==> src/rtl/ex_forward_unit.sv <==
// Two-stage result pipeline behind the execution stage: bypasses S1/S2 results
// back to the operand muxes and presents S2 as the register-file write-back port.
module ex_forward_unit #(
    parameter int unsigned DATA_WIDTH     = 16,
    parameter int unsigned VECTOR_LENGTH  = 16,
    parameter int unsigned REG_ADDR_WIDTH = 4
) (
    input  logic                                  clk,
    input  logic                                  rst_n,
    input  logic                                  stall,
    input  logic                                  flush,
    input  logic                                  ex_valid,
    input  logic [1:0]                            ex_class,
    input  logic [REG_ADDR_WIDTH-1:0]             ex_rd,
    input  logic [DATA_WIDTH-1:0]                 ex_scalar,
    input  logic [DATA_WIDTH*VECTOR_LENGTH-1:0]   ex_vector,
    input  logic                                  dec_valid,
    input  logic [1:0]                            dec_class,
    input  logic [REG_ADDR_WIDTH-1:0]             dec_ra,
    input  logic [REG_ADDR_WIDTH-1:0]             dec_rb,
    output logic [DATA_WIDTH-1:0]                 A_ua_int,
    output logic [DATA_WIDTH-1:0]                 A_ua_fixed,
    output logic [DATA_WIDTH-1:0]                 B_ua_int,
    output logic [DATA_WIDTH-1:0]                 B_ua_fixed,
    output logic [DATA_WIDTH*VECTOR_LENGTH-1:0]   A_ua_vector,
    output logic [DATA_WIDTH*VECTOR_LENGTH-1:0]   B_ua_vector,
    output logic                                  s_mux_A,
    output logic                                  s_mux_B,
    output logic                                  wb_valid,
    output logic [1:0]                            wb_class,
    output logic [REG_ADDR_WIDTH-1:0]             wb_rd,
    output logic [DATA_WIDTH-1:0]                 wb_scalar,
    output logic [DATA_WIDTH*VECTOR_LENGTH-1:0]   wb_vector
);

    localparam int unsigned VEC_WIDTH  = DATA_WIDTH * VECTOR_LENGTH;
    localparam logic [1:0]  CLASS_INT  = 2'b00;
    localparam logic [1:0]  CLASS_NONE = 2'b11;

    logic                      s1_valid, s2_valid;
    logic [1:0]                s1_class, s2_class;
    logic [REG_ADDR_WIDTH-1:0] s1_rd, s2_rd;
    logic [DATA_WIDTH-1:0]     s1_scalar, s2_scalar;
    logic [VEC_WIDTH-1:0]      s1_vector, s2_vector;

    // Stage registers; flush clears the incoming S1 entry even while stalled.
    always_ff @(posedge clk or negedge rst_n) begin
        if (!rst_n) begin
            s1_valid  <= 1'b0;
            s1_class  <= '0;
            s1_rd     <= '0;
            s1_scalar <= '0;
            s1_vector <= '0;
            s2_valid  <= 1'b0;
            s2_class  <= '0;
            s2_rd     <= '0;
            s2_scalar <= '0;
            s2_vector <= '0;
        end else if (stall) begin
            if (flush) begin
                s1_valid <= 1'b0;
            end
        end else begin
            s2_valid  <= s1_valid;
            s2_class  <= s1_class;
            s2_rd     <= s1_rd;
            s2_scalar <= s1_scalar;
            s2_vector <= s1_vector;
            s1_valid  <= ex_valid & (ex_class != CLASS_NONE) & ~flush;
            s1_class  <= ex_class;
            s1_rd     <= ex_rd;
            s1_scalar <= ex_scalar;
            s1_vector <= ex_vector;
        end
    end

    logic ok_a, ok_b;
    logic hit_s1_a, hit_s2_a, hit_s1_b, hit_s2_b;

    // Integer r0 is hard-wired and never forwarded.
    assign ok_a = dec_valid & ~((dec_class == CLASS_INT) && (dec_ra == '0));
    assign ok_b = dec_valid & ~((dec_class == CLASS_INT) && (dec_rb == '0));

    assign hit_s1_a = ok_a & s1_valid & (s1_class == dec_class) & (s1_rd == dec_ra);
    assign hit_s2_a = ok_a & s2_valid & (s2_class == dec_class) & (s2_rd == dec_ra);
    assign hit_s1_b = ok_b & s1_valid & (s1_class == dec_class) & (s1_rd == dec_rb);
    assign hit_s2_b = ok_b & s2_valid & (s2_class == dec_class) & (s2_rd == dec_rb);

    logic [DATA_WIDTH-1:0] a_scalar, b_scalar;
    logic [VEC_WIDTH-1:0]  a_vector, b_vector;

    // Operand select: S1 holds the younger result and wins over S2.
    always_comb begin
        a_scalar = '0;
        a_vector = '0;
        b_scalar = '0;
        b_vector = '0;
        if (hit_s1_a) begin
            a_scalar = s1_scalar;
            a_vector = s1_vector;
        end else if (hit_s2_a) begin
            a_scalar = s2_scalar;
            a_vector = s2_vector;
        end
        if (hit_s1_b) begin
            b_scalar = s1_scalar;
            b_vector = s1_vector;
        end else if (hit_s2_b) begin
            b_scalar = s2_scalar;
            b_vector = s2_vector;
        end
    end

    assign s_mux_A     = hit_s1_a | hit_s2_a;
    assign s_mux_B     = hit_s1_b | hit_s2_b;
    assign A_ua_int    = a_scalar;
    assign A_ua_fixed  = a_scalar;
    assign A_ua_vector = a_vector;
    assign B_ua_int    = b_scalar;
    assign B_ua_fixed  = b_scalar;
    assign B_ua_vector = b_vector;

    // Write-back is suppressed while stalled so a held S2 entry retires once.
    assign wb_valid  = s2_valid & ~stall;
    assign wb_class  = s2_valid ? s2_class  : '0;
    assign wb_rd     = s2_valid ? s2_rd     : '0;
    assign wb_scalar = s2_valid ? s2_scalar : '0;
    assign wb_vector = s2_valid ? s2_vector : '0;

endmodule

==> config.mk <==
export PLATFORM = sky130hd
export DESIGN_NAME = ex_forward_unit
export DESIGN_NICKNAME = d
export VERILOG_FILES = /design/src/rtl/ex_forward_unit.sv
export SDC_FILE = /design/constraint.sdc
export NUM_CORES = 2
export LEC_CHECK = 0
export BUFFER_PORTS_ARGS = -buffer_cell sky130_fd_sc_hd__buf_2
export CORE_AREA = 3 3 453 455
export DETAILED_ROUTE_END_ITERATION = 8
export DIE_AREA = 0 0 456 458
export PLACE_DENSITY_LB_ADDON = 0.2
export SKIP_LAST_GASP = 1
export SLEW_MARGIN = 40
export SYNTH_ARGS = -nofsm -noshare
export SYNTH_HDL_FRONTEND = slang
export SYNTH_SLANG_ARGS = --single-unit
==> constraint.sdc <==
create_clock -name clk -period 2.8 [get_ports clk]
set_input_delay 0.28 -clock clk [delete_from_list [all_inputs] [get_ports clk]]
set_output_delay 0.28 -clock clk [all_outputs]
set_load 0.03 [all_outputs]
* Word level (Yosys, flattened, before mapping)
Cells that the tools add are included.
** Storage, ports and cells
- Input bits :: 294
- Word-level logic and storage cells :: 60
- Flip-flop bits (word level) :: 558
** Cells by class
- Bitwise logic cells :: 23
- Reductions and logical operators :: 5
- Multiplexer cells :: 14
- Eq/ne operators :: 8
** Operators with widths (number)
- 256-bit 2-to-1 mux :: 5
- 16-bit 2-to-1 mux :: 5
- 1-bit AND :: 17
- 4-bit == test :: 4
- 4-bit zero test :: 2
- 2-bit == test :: 2
- 4-bit 2-to-1 mux :: 1
- 1-bit inverter :: 4
- 1-bit logical AND :: 2
- 2-bit zero test :: 1
- 1-bit 2-to-1 mux :: 2
- 2-bit 2-to-1 mux :: 1
- 2-bit by 1-bit inequality test with 1-bit output (second input constant) :: 1
- 2-bit inequality test (second input constant) :: 1
- 1-bit OR :: 2

* Longest topological paths before layout
- Word-level depth :: 9
- Depth in mapped cells :: 10
- Mapped depth without buffers :: 4

* Least setup slack after synthesis
OpenSTA, ideal clock, no wires.
- Path kind :: input to output
- Start :: input dec_ra[0]
- End :: output A_ua_int[0]
- Cell stages on the path :: 9
- Path slack :: -275 ps
- Required time :: 2520 ps
- Arrival :: 2795 ps
- Cell sequence :: or4_1 > o31a_1 > clkbuf_1 > and3_1 > buf_2 > buf_6 > buf_6 > o41ai_2 > buf_4
** On the way
- Longest elaborated chain between the ends :: 9
- Elaborated cells between the ends (all ways) :: 14
** Ends and longest elaborated chain
- start: declaration :: line 19 : input logic [REG_ADDR_WIDTH-1:0] dec_ra,
- 4-bit zero test :: line 81 : assign ok_a = dec_valid & ~((dec_class == CLASS_INT) && (dec_ra == '0));
- 1-bit logical AND :: line 81
- 1-bit inverter :: line 81
- 1-bit AND :: line 81
- 1-bit AND (3 in a row) :: line 85 : assign hit_s2_a = ok_a & s2_valid & (s2_class == dec_class) & (s2_rd == dec_ra);
- 16-bit 2-to-1 mux :: line 101 : end else if (hit_s2_a) begin
- 16-bit 2-to-1 mux (*) :: line 98 : if (hit_s1_a) begin
- end: declaration :: line 21 : output logic [DATA_WIDTH-1:0] A_ua_int,
Every way passes the cells marked *; elsewhere a longest branch is shown, timed or not.

* Worst setup path after layout
- Start :: register s1_rd[1]
- End :: output B_ua_vector[43]
** On the way
- Longest elaborated chain between the ends :: 3
** Ends and longest elaborated chain
- start: declaration :: line 42 : logic [REG_ADDR_WIDTH-1:0] s1_rd, s2_rd;
- start signal: assignment :: line 71 : s1_rd <= ex_rd;
- 4-bit == test :: line 86 : assign hit_s1_b = ok_b & s1_valid & (s1_class == dec_class) & (s1_rd == dec_rb);
- 1-bit AND :: line 86
- 256-bit 2-to-1 mux :: line 105 : if (hit_s1_b) begin
- end: declaration :: line 26 : output logic [DATA_WIDTH*VECTOR_LENGTH-1:0] B_ua_vector,
No other way between the ends.

==> results <==
- The floorplan step defined a core boundary enclosing 202,000 um2.
- For this design, the sink count on the clock tree is 558.
- The arrival time at the worst endpoint is 3.04 ns.
- The ratio of routed vias to standard cells is 4.81.
- The share of Yosys cell area claimed by the top area cell type is 0.387.
- For the pin with the worst max-slew slack, the measured transition is 0.648 ns.
- The buffer levels on the longest clock path is 3.
- The overflow left after global routing is 0.
- The total of flip-flops plus latches after synthesis is 558.
- Wire segments on met2 add up to 114,000 um in the final route.
- The sequential-to-total area share from yosys stat is 0.387.
- The highest routed metal layer is met5.
- The initial antenna violation count is 27.
- During I/O placement, the number of pins put on the boundary was 1,151.
- The final-report max-slew violation count is 0.
- The average instance area after synthesis is 10.6 um2.
- The synthesis warning total is 0.
- Clock tree synthesis inserted a total of 77 buffers.
- The path type of the worst setup path is register to output pin.
- The summed area of non-filler cells in the final layout is 61,800 um2.
- The final cell utilization of the core is 0.306.
- The initial DRC count is 2,952.
- For this design the ratio of total power to cell area is 456 nW/um2.
- The first-pass GRT wire length is 317,000 um.
- The routed layout has 37,300 vias.
- The placer's final routability congestion estimate is 0.916.
- The data required time of the critical path is 2.52 ns.
- The class of the tightest hold or removal check is input pin to async pin.
- The TritonCTS clock tree is done.
- Once detail routing completed, the nets flagged for antenna violations numbered 0.
- The residual DRC count is 0.
- The later pin in the worst-skew pair is clocked with a latency of 0.70 ns.
- The number of global-route vias before repair is 37,800.
- After legalization and detailed placement, the total HPWL measured 155,000 um.
- The total number of placement rows is 165.
- After detailed routing, the wire length on met1 is 94,900 um.
- The maximum number of pins on one net before global-route repair is 87.
- For the final database, setup skew stands at 0.0230 ns.
- The share of post-route cells with drive strength above 1 is 0.567.
- The max capacitance violation total is 0.
- The largest fanout on the critical path is 10.
- Setup repair after global routing could not meet its margin everywhere.
- Setup slack on the worst reg-to-reg path comes out at 1.56 ns.
- In the final design database the tool counted 5,316 nets.
- The clock root buffer is clkbuf_16.
- The register clock-pin slew on the reported worst setup and hold paths is 0.06 ns.
- The final reports fail on negative setup slack.
- The number of cells on the worst reg-to-reg path is 3.
- The H-tree level count is 3.
- The routed design uses 15,500 um of met3 wire.
- The maximum vdd ir drop is 381 uV.
- The vertical die dimension is 458 um.
- The final critical path time including I/O delays and setup is 3.32 ns.
- The worst register-to-register path ends at s1_valid.
- For this run, the top clock speed supported by timing is 301 MHz.
- STA classifies the critical path startpoint as a register.
- The first TritonRoute pass finished after 6 iterations.
- The element type at the critical path end is an output pin.
- Counting every net in the synthesized netlist gives 3,688.
- The cell area after technology mapping is 36,000 um2.
- Sorting the synthesized cells by area gives the leading types as dfrtp_1, mux2_2, o41ai_2.
- After detailed placement, the total cell area comes to 47,100 um2.
- The share of the clock period used by the worst path is 1.19.
- The startpoint identified for the worst register-to-register timing path is s1_valid.
- Synthesis produced 3,394 cells.
- The library cell occupying the most area in the post-synthesis netlist is dfrtp_1.
- Setup slack on the critical path of the routed design comes to -0.524 ns.
- The floorplan step set the die width to 456 um.
- The global-route usage over all layers is 0.211.
- The number of inserted filler cells in the final layout is 20,800.
- The relative area change from synthesis to final layout is 71.3%.
- After detailed routing, the average wire length per cell comes to 30.4 um.
- The number of failing setup endpoints in the final timing report is 578.
- The flow ran to the end, but the final reports show violations.
- The starting density of the core is 0.179.
- Adding up every negative setup slack in the final design gives -231.75 ns.
- The wire length reported by the detailed router is 236,000 um.
- The synthesized netlist contains 29 unique library cells.
- For this design the static power due to leakage is 28.3 nW.
- The final count of hold timing violations came to 0.
- The worst slew margin relative to its limit is 0.568.
- The floorplan step defined a die boundary enclosing 209,000 um2.
- During placement, the flow inserted port buffers numbering 1,150.
-- placed cells by master, fill, tap and decap left out, types with 17 or more instances in the layout --
| cell type | count |
|---|---|
| nand4_1 | 410 |
| nor3_1 | 169 |
| buf_12 | 159 |
| o41ai_2 | 111 |
| nor4_1 | 75 |
| inv_1 | 68 |
| o41ai_4 | 59 |
| mux2i_1 | 65 |
| clkbuf_16 | 103 |
| o21ai_0 | 68 |
| clkbuf_8 | 23 |
| buf_8 | 39 |
| nand2_1 | 173 |
| dfrtp_1 | 553 |
| or4_1 | 28 |
| and2_1 | 278 |
| dlygate4sd3_1 | 282 |
| mux2i_4 | 35 |
| buf_4 | 387 |
| buf_2 | 683 |
| mux2_2 | 678 |
| nor4_2 | 17 |
| buf_6 | 354 |
| mux2_4 | 84 |
| buf_16 | 75 |
-- critical path, cell delays in order, from the launching register on --
cell and delay [ns]:
dfrtp_1 0.39, buf_6 0.14, xor2_4 0.15, nor4_4 0.31
buf_4 0.17, nand3_4 0.12, buf_12 0.19, buf_16 0.17
buf_12 0.15, mux2_4 0.35, buf_6 0.16
-- registers in the layout (all words and copies together), names as in the netlist --
signal	count
s2_rd	4
s2_class	2
s2_valid	1
s1_vector	256
s1_rd	4
s1_valid	1
s1_scalar	16
s1_class	2
s2_scalar	16
s2_vector	256
-- what timing repair did --
item,4_1_cts,5_1_grt
pin swaps,35,59
hold endpoints to repair,383,1
gates resized for setup,1003,389
hold buffers,281,1
setup endpoints to repair,621,579
setup buffers,149,51
gates cloned,72,27
-- report_power, final --
part | switching, W | total, W | internal [W]
sequential | 0.00112 | 0.0102 | 0.00905
clock | 0.00417 | 0.0107 | 0.00654
combinational | 0.00424 | 0.00731 | 0.00306
-- per-stage QoR --
stage	setup slack [ns]	cells	power (W)	hold slack (ns)
final	-0.524	7766	0.0282	0.0924
after CTS	-0.642	7706	0.0281	0.0251
after global routing	-0.659	7763	0.0293	0.0737
after global placement	-0.483	7074	0.0156	0.275
after floorplan	-0.0371	3394	0.0127	-0.0156
after detailed placement	-0.432	7074	0.0157	0.274
-- routing by layer --
metal  vias up  track usage
li1      16000            -
met4         8       0.0892
met2      1746        0.355
met3       437       0.0469
met1     19100        0.259
met5         -            0
-- synthesized netlist by cell type --
library cell  count
o31a_1            2
clkbuf_1        318
nor4_2            1
mux2i_1         101
buf_2            76
o31ai_1           2
nor4_1          104
nor3_1          170
o21ai_0          69
inv_1            68
a31o_2            1
buf_4            32
and2_1          278
mux2_2          762
a21oi_1           1
nand3_1           1
buf_1            11
nand2_1         174
and4_1            1
nor2b_1           1
or4_1            35
o41ai_2         170
nand4_1         410
and3_1            3
buf_6            24
dfrtp_1         558
nand3b_1          1
xnor2_1          12
xor2_1            8
-- cell families after synthesis --
family                    count (synthesis)  synth area share
AOI/OAI and AO/OA                       245            0.0876
xor gates and xnor gates                 20           0.00486
buffers and inverters                   529            0.0661
DFF                                     558             0.387
muxes                                   863             0.266
and+or+nand+nor                        1179             0.188
-- worst max path at each step --
stage | start | to
6_report | s1_rd[1] | B_ua_vector[43]
3_5_place_dp | dec_ra[0] | A_ua_vector[43]
2_1_floorplan | s1_rd[2] | A_ua_int[10]
5_1_grt | s1_rd[1] | A_ua_vector[53]
3_3_place_gp | dec_ra[2] | A_ua_vector[43]
4_1_cts | s1_rd[1] | B_ua_vector[218]
-- cell type report --
type / count / area [um2] / area share
multi-input cells: 2307 / 21600 / 0.351
repair buffers: 2010 / 19800 / 0.320
flip-flops and latches: 558 / 14000 / 0.226
well taps: 2672 / 3340 / 0.0541
clock buffers: 117 / 2390 / 0.0387
clock inverters: 22 / 329 / 0.00533
inverters: 68 / 255 / 0.00413
diodes: 12 / 30.0 / 0.000486
Power figures use the tool's default switching activity.
